`src/rtl/io_bcd_display.sv`:
```
// Seven-segment output stage for the I/O ports: one shared double-dabble engine
// converts the two switch operands and the output port, then commits all six digits at once.
module io_bcd_display #(
    parameter bit          SEG_ACTIVE_LOW = 1'b1,
    parameter int unsigned OUT_MAX        = 99
) (
    input  logic        clock,
    input  logic        resetn,
    input  logic [3:0]  in_port0,
    input  logic [3:0]  in_port1,
    input  logic [31:0] out_port0,
    output logic [6:0]  hex0,
    output logic [6:0]  hex1,
    output logic [6:0]  hex2,
    output logic [6:0]  hex3,
    output logic [6:0]  hex4,
    output logic [6:0]  hex5,
    output logic        busy
);
    localparam int unsigned DIG_W  = 4;
    localparam int unsigned SEG_W  = 7;
    localparam int unsigned BIN_W  = 8;
    localparam int unsigned SR_W   = 2 * DIG_W + BIN_W;
    localparam int unsigned IT_W   = 3;
    localparam int unsigned OP_W   = 2;
    localparam int unsigned IN_W   = 4;
    localparam int unsigned OUT_W  = 32;
    localparam int unsigned NUM_HEX = 6;

    localparam logic [OP_W-1:0]  LAST_OP   = OP_W'(2);
    localparam logic [IT_W-1:0]  LAST_IT   = IT_W'(7);
    localparam logic [DIG_W-1:0] DIG_DASH  = DIG_W'(10);
    localparam logic [DIG_W-1:0] DIG_BLANK = DIG_W'(15);
    localparam logic [SEG_W-1:0] SEG_BLANK = SEG_ACTIVE_LOW ? 7'b1111111 : 7'b0000000;

    typedef enum logic [1:0] {
        IDLE  = 2'd0,
        SHIFT = 2'd1,
        STORE = 2'd2
    } state_t;

    // Digit (0..9, dash, blank) to segment pattern, gfedcba, polarity applied.
    function automatic logic [SEG_W-1:0] seg_code(input logic [DIG_W-1:0] d);
        logic [SEG_W-1:0] al;
        case (d)
            4'd0:     al = 7'b1000000;
            4'd1:     al = 7'b1111001;
            4'd2:     al = 7'b0100100;
            4'd3:     al = 7'b0110000;
            4'd4:     al = 7'b0011001;
            4'd5:     al = 7'b0010010;
            4'd6:     al = 7'b0000010;
            4'd7:     al = 7'b1111000;
            4'd8:     al = 7'b0000000;
            4'd9:     al = 7'b0010000;
            DIG_DASH: al = 7'b0111111;
            default:  al = 7'b1111111;
        endcase
        return SEG_ACTIVE_LOW ? al : ~al;
    endfunction

    // One double-dabble iteration: add 3 to BCD nibbles >= 5, then shift left.
    function automatic logic [SR_W-1:0] dabble(input logic [SR_W-1:0] v);
        logic [DIG_W-1:0] tens;
        logic [DIG_W-1:0] ones;
        tens = v[SR_W-1 -: DIG_W];
        ones = v[SR_W-DIG_W-1 -: DIG_W];
        if (tens >= DIG_W'(5)) tens = tens + DIG_W'(3);
        if (ones >= DIG_W'(5)) ones = ones + DIG_W'(3);
        return {tens[DIG_W-2:0], ones, v[BIN_W-1:0], 1'b0};
    endfunction

    state_t                        state_q, state_d;
    logic [OP_W-1:0]               op_q, op_d;
    logic [IT_W-1:0]               it_q, it_d;
    logic [SR_W-1:0]               sr_q, sr_d;
    logic [IN_W-1:0]               snap0_q, snap0_d;
    logic [IN_W-1:0]               snap1_q, snap1_d;
    logic [OUT_W-1:0]              snapo_q, snapo_d;
    logic                          force_q, force_d;
    logic [3:0][DIG_W-1:0]         stage_q, stage_d;
    logic [NUM_HEX-1:0][SEG_W-1:0] hex_q, hex_d;
    logic                          busy_q, busy_d;

    logic                          changed;
    logic                          out_over;
    logic [DIG_W-1:0]              res_tens;
    logic [DIG_W-1:0]              res_ones;
    logic [SR_W-1:0]               next_load;

    assign changed  = ({in_port0, in_port1, out_port0} != {snap0_q, snap1_q, snapo_q});
    assign out_over = (snapo_q > OUT_W'(OUT_MAX));
    assign res_tens = sr_q[SR_W-1 -: DIG_W];
    assign res_ones = sr_q[SR_W-DIG_W-1 -: DIG_W];
    // Only operands 1 and 2 are ever loaded from STORE; operand 2 uses the low byte.
    assign next_load = (op_q == OP_W'(0)) ? {(2 * DIG_W)'(0), (BIN_W - IN_W)'(0), snap1_q}
                                          : {(2 * DIG_W)'(0), snapo_q[BIN_W-1:0]};

    always_ff @(posedge clock) begin
        if (!resetn) begin
            state_q <= IDLE;
            op_q    <= '0;
            it_q    <= '0;
            sr_q    <= '0;
            snap0_q <= '0;
            snap1_q <= '0;
            snapo_q <= '0;
            force_q <= 1'b1;
            stage_q <= '0;
            hex_q   <= {NUM_HEX{SEG_BLANK}};
            busy_q  <= 1'b0;
        end else begin
            state_q <= state_d;
            op_q    <= op_d;
            it_q    <= it_d;
            sr_q    <= sr_d;
            snap0_q <= snap0_d;
            snap1_q <= snap1_d;
            snapo_q <= snapo_d;
            force_q <= force_d;
            stage_q <= stage_d;
            hex_q   <= hex_d;
            busy_q  <= busy_d;
        end
    end

    always_comb begin
        state_d = state_q;
        op_d    = op_q;
        it_d    = it_q;
        sr_d    = sr_q;
        snap0_d = snap0_q;
        snap1_d = snap1_q;
        snapo_d = snapo_q;
        force_d = force_q;
        stage_d = stage_q;
        hex_d   = hex_q;
        busy_d  = busy_q;
        case (state_q)
            IDLE: begin
                if (force_q || changed) begin
                    snap0_d = in_port0;
                    snap1_d = in_port1;
                    snapo_d = out_port0;
                    force_d = 1'b0;
                    busy_d  = 1'b1;
                    op_d    = '0;
                    it_d    = '0;
                    sr_d    = {(2 * DIG_W)'(0), (BIN_W - IN_W)'(0), in_port0};
                    state_d = SHIFT;
                end
            end
            SHIFT: begin
                sr_d = dabble(sr_q);
                it_d = it_q + IT_W'(1);
                if (it_q == LAST_IT) state_d = STORE;
            end
            STORE: begin
                if (op_q != LAST_OP) begin
                    if (op_q == OP_W'(0)) stage_d[3:2] = {res_tens, res_ones};
                    else                  stage_d[1:0] = {res_tens, res_ones};
                    op_d    = op_q + OP_W'(1);
                    it_d    = '0;
                    sr_d    = next_load;
                    state_d = SHIFT;
                end else begin
                    // Last operand goes straight to the display alongside the staged digits.
                    hex_d[5] = seg_code(stage_q[3]);
                    hex_d[4] = seg_code(stage_q[2]);
                    hex_d[3] = seg_code(stage_q[1]);
                    hex_d[2] = seg_code(stage_q[0]);
                    hex_d[1] = seg_code(out_over ? DIG_DASH : res_tens);
                    hex_d[0] = seg_code(out_over ? DIG_DASH : res_ones);
                    busy_d   = 1'b0;
                    state_d  = IDLE;
                end
            end
            default: state_d = IDLE;
        endcase
    end

    assign hex0 = hex_q[0];
    assign hex1 = hex_q[1];
    assign hex2 = hex_q[2];
    assign hex3 = hex_q[3];
    assign hex4 = hex_q[4];
    assign hex5 = hex_q[5];
    assign busy = busy_q;

endmodule

```
`config.mk`:
```
export PLATFORM = sky130hd
export DESIGN_NAME = io_bcd_display
export DESIGN_NICKNAME = d
export VERILOG_FILES = /design/src/rtl/io_bcd_display.sv
export SDC_FILE = /design/constraint.sdc
export NUM_CORES = 1
export LEC_CHECK = 0
export ABC_CLOCK_PERIOD_IN_PS = 3100
export CAP_MARGIN = 15
export CORE_AREA = 2 2 119 109
export CTS_CLUSTER_SIZE = 28
export DETAILED_ROUTE_END_ITERATION = 8
export DIE_AREA = 0 0 121 111
export HOLD_SLACK_MARGIN = 0.08
export PLACE_DENSITY = 0.85
export SYNTH_ARGS = -nofsm -noshare
export SYNTH_HDL_FRONTEND = slang
export SYNTH_SLANG_ARGS = --single-unit
```
`constraint.sdc`:
```
create_clock -name clock -period 3.1 [get_ports clock]
set_clock_uncertainty 0.2 [all_clocks]
set_input_delay 0.62 -clock clock [delete_from_list [all_inputs] [get_ports clock]]
set_output_delay 0.62 -clock clock [all_outputs]
set_load 0.005 [all_outputs]
```
==> results.yml, run 1 <==
run_status:
  outcome: "finished clean"
timing:
  final_max_slew_viol_count: 0
  relSlewSlack_pct: 45.43
  timing.fmax_ghz: 0.3592
  hold_viol_final: 0
  setup_ws_ps: 316.3
  setup_viol: 0
  fin_crit_sh_pct: 89.80
  fin_crit_ps: 2784
  rsz0062_at_grt: "false"
  worstMarginPinSlew_ps: 817.6
layout:
  fin_nets: 991
  antennaDiodeCount: 0
  area_growth_pct: 23.24
  drive_gt1_share_pct: 6.645
synth:
  synth_area_leaders: "dfxtp_1 37%, ha_1 8.0%, nand2_1 6.5%"
  ys_seq_area_share_pct: 36.82
  synth_top_area_share_pct: 36.82
  syn_inst: 846
  ys_ff_latch: 123
  yosysUniqueCellTypes: 47
  synth_nets: 931
  async_flop_share_pct: 0
  synth_ff_type: "dfxtp_1"
  syn_area_per_cell_um2: 7.905
  yosys-top-cells-count: "123 x dfxtp_1, 115 x nand2_1, 69 x nand3_1, 67 x a21oi_1, 59 x o21ai_0"
  yosysMostFrequentCell: "dfxtp_1"
  yosysTopAreaCell: "dfxtp_1"
  syn-cell-area_mm2: 0.006688
  synth_edf_count: 0
  yosys_warnings: 0
floorplanning:
  fp.dieH_um: 111
  start_util_pct: 54.17
  dieArea_mm2: 0.01343
  ioPinCount: 85
  num_rows: 39
  core_mm2: 0.01235
  die_w_um: 121
drt:
  first_iter_violations: 470
  remaining_drc_errors: 0
  vias: 6138
  ant_nets: 0
  dr.pass1.iters: 5
  via_per_inst: 5.673
  wirelength_um: 16600
  wire_per_inst_um: 15.34
critical_path:
  critPathRequiredTime_ps: 3210
  cp-end-kind: "flop"
  crit_fanout: 11
  reg2reg_slack_ps: 350
  r2r-start: "snapo_q[21]"
  cp.arrival_ps: 2890
  startpoint_type: "input port"
  rr_endpoint: "hex1[3]"
  crit_type: "in2reg"
  reg2reg_depth: 13
cts:
  postCtsHoldBufs: 0
  cts_setup_buffers: 0
  clock_latency_ps: 410
  cts_buffers: 17
  cts_max_level: 4
  clockBufferDepth: 2
  clk_pin_slew_ps: 60
  root_buffer: "clkbuf_16"
  cts_tree: "built"
  clock_sinks: 123
  ctsResizeCount: 0
power_and_ir_drop:
  p_leak_nw: 3.379
  peakVddDrop_v: 0.0003609
  power_density_mw_per_mm2: 485.8
  power_mw: 4.004
global_route:
  grt_pass1_vias: 5786
  overflow: 0
  antenna_found_initial: 0
  grt_usage_pct: 25.42
  grt_pass1_wl_um: 27670
  grt_max_degree: 80
place:
  pre_cts_ws_ps: -45.28
  io_buffers: 84
  place_hpwl_um: 11100
  routabilityCongestion: 0.8434
job:
  maxCapViolCount: 0
worst_hold_path:
  holdCritStartpoint: "hex4[6]"
  hp-class: "reg2reg"
  min_to: "hex4[6]"
  holdPathStages: 2
cells by family after synthesis:
logic type,synth area share (%)
DFF,36.82
xor gates and xnor gates,5.108
buffers and inverters,5.613
AOI/OAI and AO/OA,19.06
muxes,4.359
adders and majority gates,8.045
and+or+nand+nor,20.99
where the power goes:
| part | total [mW] | leakage, nW | switching, mW | internal [mW] |
|---|---|---|---|---|
| logic | 0.379 | 2.10 | 0.213 | 0.165 |
| registers | 1.71 | 1.00 | 0.0614 | 1.65 |
| clock network | 1.92 | 0.276 | 0.681 | 1.24 |
how the worst max path moves through the flow:
stage                        from          to  slack (ps)  cells after the start
finish              out_port0[15]    sr_q[11]         320                      9
global route          snapo_q[21]     hex1[5]         100                     12
CTS                   in_port0[1]  snap1_q[0]         340                      9
detailed placement  out_port0[15]  snap0_q[0]         -50                      9
global placement    out_port0[15]  snap1_q[3]         -20                      9
floorplan             snapo_q[20]     hex1[5]         440                     12
metal layers:
metal	GRT usage, %	part of all wire (%)	vias to the layer above
met5	0	0	-
met4	8.992	1.9	0
met3	6.379	5.9	32
met2	39.85	47	199
met1	33.87	46	2847
li1	-	-	3060
worst max-delay path: stages:
cell	delay (ps)
clkdlybuf4s50_1	430
xor2_1	150
nor4_1	420
nand4_1	160
buf_4	180
nor4_2	330
buf_4	250
nor3_1	90
a41o_1	250
flip-flops by register name, indices dropped and copies added, names as in the netlist:
signal / count
hex1: 7
hex5: 7
snapo_q: 32
state_q: 2
hex0: 7
hex3: 7
busy: 1
hex4: 7
it_q: 3
force_q: 1
stage_q: 16
snap0_q: 4
sr_q: 16
op_q: 2
hex2: 7
snap1_q: 4
final cells by class:
class / count / area (µm²)
fill: 958 / 4104
tap: 164 / 205.2
clock buffer: 24 / 481.7
clock inverter: 7 / 90.09
multi-input combinational: 628 / 3852
sequential: 123 / 2462
inverter: 31 / 116.4
timing repair buffer: 105 / 1033
per-stage QoR:
stage | cells | TNS (ps) | area, µm² | util, % | hold slack [ps]
after global placement | 1051 | -54.74 | 7670 | 62.13 | 243.7
after detailed placement | 1051 | -506.1 | 7670 | 62.13 | 253.1
after floorplan | 846 | 0 | 6688 | - | 235.0
final | 1082 | 0 | 8242 | 66.76 | 262.5
after CTS | 1082 | 0 | 8242 | 66.76 | 261.6
after global routing | 1082 | 0 | 8242 | 66.76 | 278.3
placed cells by master (no fill, tap or decap), drive strengths merged, types with 16 or more instances in the layout:
| master | count |
|---|---|
| dfxtp | 123 |
| nand2 | 115 |
| o21ai | 88 |
| clkdlybuf4s50 | 83 |
| nand3 | 69 |
| a21oi | 67 |
| nor2 | 54 |
| ha | 43 |
| xor2 | 36 |
| inv | 31 |
| mux2i | 28 |
| clkbuf | 24 |
| buf | 22 |
| nand2b | 16 |
(Power assumes the default switching activity.)
==> run 2, diff against run 1 <==
- PLACE_DENSITY: 0.85 -> 0.79
- SLEW_MARGIN: unset -> 40
==> results.yml, run 2 (same netlist as run 1, synthesis figures left out) <==
run_status:
  outcome: "finished clean"
cts:
  clock_latency_ps: 420
  clk_pin_slew_ps: 50
  cts_max_level: 4
  clockBufferDepth: 2
  root_buffer: "clkbuf_16"
  cts_tree: "built"
  cts_buffers: 17
  clock_sinks: 123
drt:
  via_per_inst: 5.650
  vias: 6175
  dr.pass1.iters: 5
  ant_nets: 0
  wire_per_inst_um: 15.15
  remaining_drc_errors: 0
  wirelength_um: 16560
  first_iter_violations: 484
layout:
  drive_gt1_share_pct: 8.288
  reg_top3: "snapo_q (32), sr_q (16), stage_q (16)"
  final_cell_mix: "123 x dfxtp_1, 115 x nand2_1, 83 x clkdlybuf4s50_1, 69 x nand3_1, 67 x a21oi_1"
  mostFrequentLayoutCell: "dfxtp_1"
  area_growth_pct: 25.89
  largest_register: "snapo_q"
  largest_reg_flops: 32
  fin_nets: 1001
  antennaDiodeCount: 0
critical_path:
  crit_path_end: "snapo_q[25]"
  cp-end-kind: "flop"
  crit_fanout: 22
  rr_endpoint: "hex0[5]"
  crit_type: "in2reg"
  cp-startpoint: "in_port0[2]"
  reg2reg_slack_ps: 270
  r2r-start: "snapo_q[21]"
  startpoint_type: "input port"
  cp.arrival_ps: 3040
  reg2reg_depth: 12
  critPathRequiredTime_ps: 3240
place:
  place_hpwl_um: 11250
  routabilityCongestion: 0.8694
  io_buffers: 84
  pre_cts_ws_ps: -179.5
floorplanning:
  core_mm2: 0.01235
  ioPinCount: 85
  dieArea_mm2: 0.01343
  fp.dieH_um: 111
  start_util_pct: 54.17
  num_rows: 39
  die_w_um: 121
global_route:
  grt_usage_pct: 25.51
  grt_pass1_vias: 5645
  antenna_found_initial: 0
  overflow: 0
  grt_max_degree: 70
  grt_pass1_wl_um: 27520
timing:
  timing.fmax_ghz: 0.3449
  worstMarginPinSlew_ps: 561.9
  final_max_slew_viol_count: 0
  hold_viol_final: 0
  fin_crit_ps: 2899
  setup_viol: 0
  rsz0062_at_grt: "false"
  fin_crit_sh_pct: 93.52
  finalSetupTns_ps: 0
  setup_ws_ps: 200.8
  relSlewSlack_pct: 62.54
job:
  maxCapViolCount: 0
power_and_ir_drop:
  p_leak_nw: 3.477
  peakVddDrop_v: 0.0003595
  power_density_mw_per_mm2: 505.5
worst_hold_path:
  hp-class: "reg2reg"
-- run 2: cell count changes in the layout (fill, tap and decap cells not counted), moves of 2 or more --
cell / change
clkbuf_1: -4
bufinv_16: +2
buf_4: +9
clkbuf_8: +2
-- run 2: stage by stage --
stage	std cells	cell area, µm²	utilization, %	hold slack [ps]	total power [mW]
after CTS	1087	8368	67.78	258.0	4.264
final	1093	8419	68.20	253.1	4.256
after global routing	1093	8419	68.20	288.1	4.396
after detailed placement	1055	7712	62.47	250.9	2.112
after floorplan	846	6688	-	235.0	1.962
after global placement	1055	7712	62.47	242.4	2.103
-- run 2: area by class of cell --
type	count	area, µm²
sequential	123	2462
clock buffer	22	494.2
multi-input combinational	628	3859
clock inverter	10	161.4
timing repair buffer	115	1121
inverter	31	116.4
fill	1006	3926
tap	164	205.2
-- run 2: how the worst min path moves through the flow --
stage	to	startpoint	cells after the start	slack, ps
after floorplan	sr_q[7]	sr_q[7]	2	230
after global placement	sr_q[1]	sr_q[1]	2	240
after detailed placement	sr_q[2]	sr_q[2]	2	250
after CTS	sr_q[2]	sr_q[2]	2	260
after global routing	hex2[5]	hex2[5]	2	290
final	sr_q[2]	sr_q[2]	2	250
-- run 2: power by group --
part / internal [mW] / switching (mW)
Sequential: 1.65 / 0.0623
Combinational: 0.170 / 0.211
Clock: 1.45 / 0.718
-- run 2: worst max-delay path, cell delays in order --
cell             delay, ps
clkdlybuf4s50_1        450
xor2_1                 160
nor4_1                 440
nand4_1                230
buf_4                  200
o41ai_4                430
buf_4                  310
nand3_1                100
o21ai_0                 90
-- run 2: repair_timing --
| action | 4_1_cts | 5_1_grt |
|---|---|---|
| hold buffers | 0 | 0 |
| buffers inserted | 0 | 6 |
| resized for setup | 0 | 1 |
| setup endpoints to repair | 0 | 5 |
| hold endpoints to repair | 0 | 0 |
-- run 2: routing by layer --
layer / track usage [%] / up-vias / part of all wire [%]
met4: 7.984 / 0 / 1.4
met2: 39.51 / 152 / 45
met5: 0 / - / 0
met1: 34.93 / 2917 / 49
met3: 6.276 / 30 / 4.8
li1: - / 3076 / -
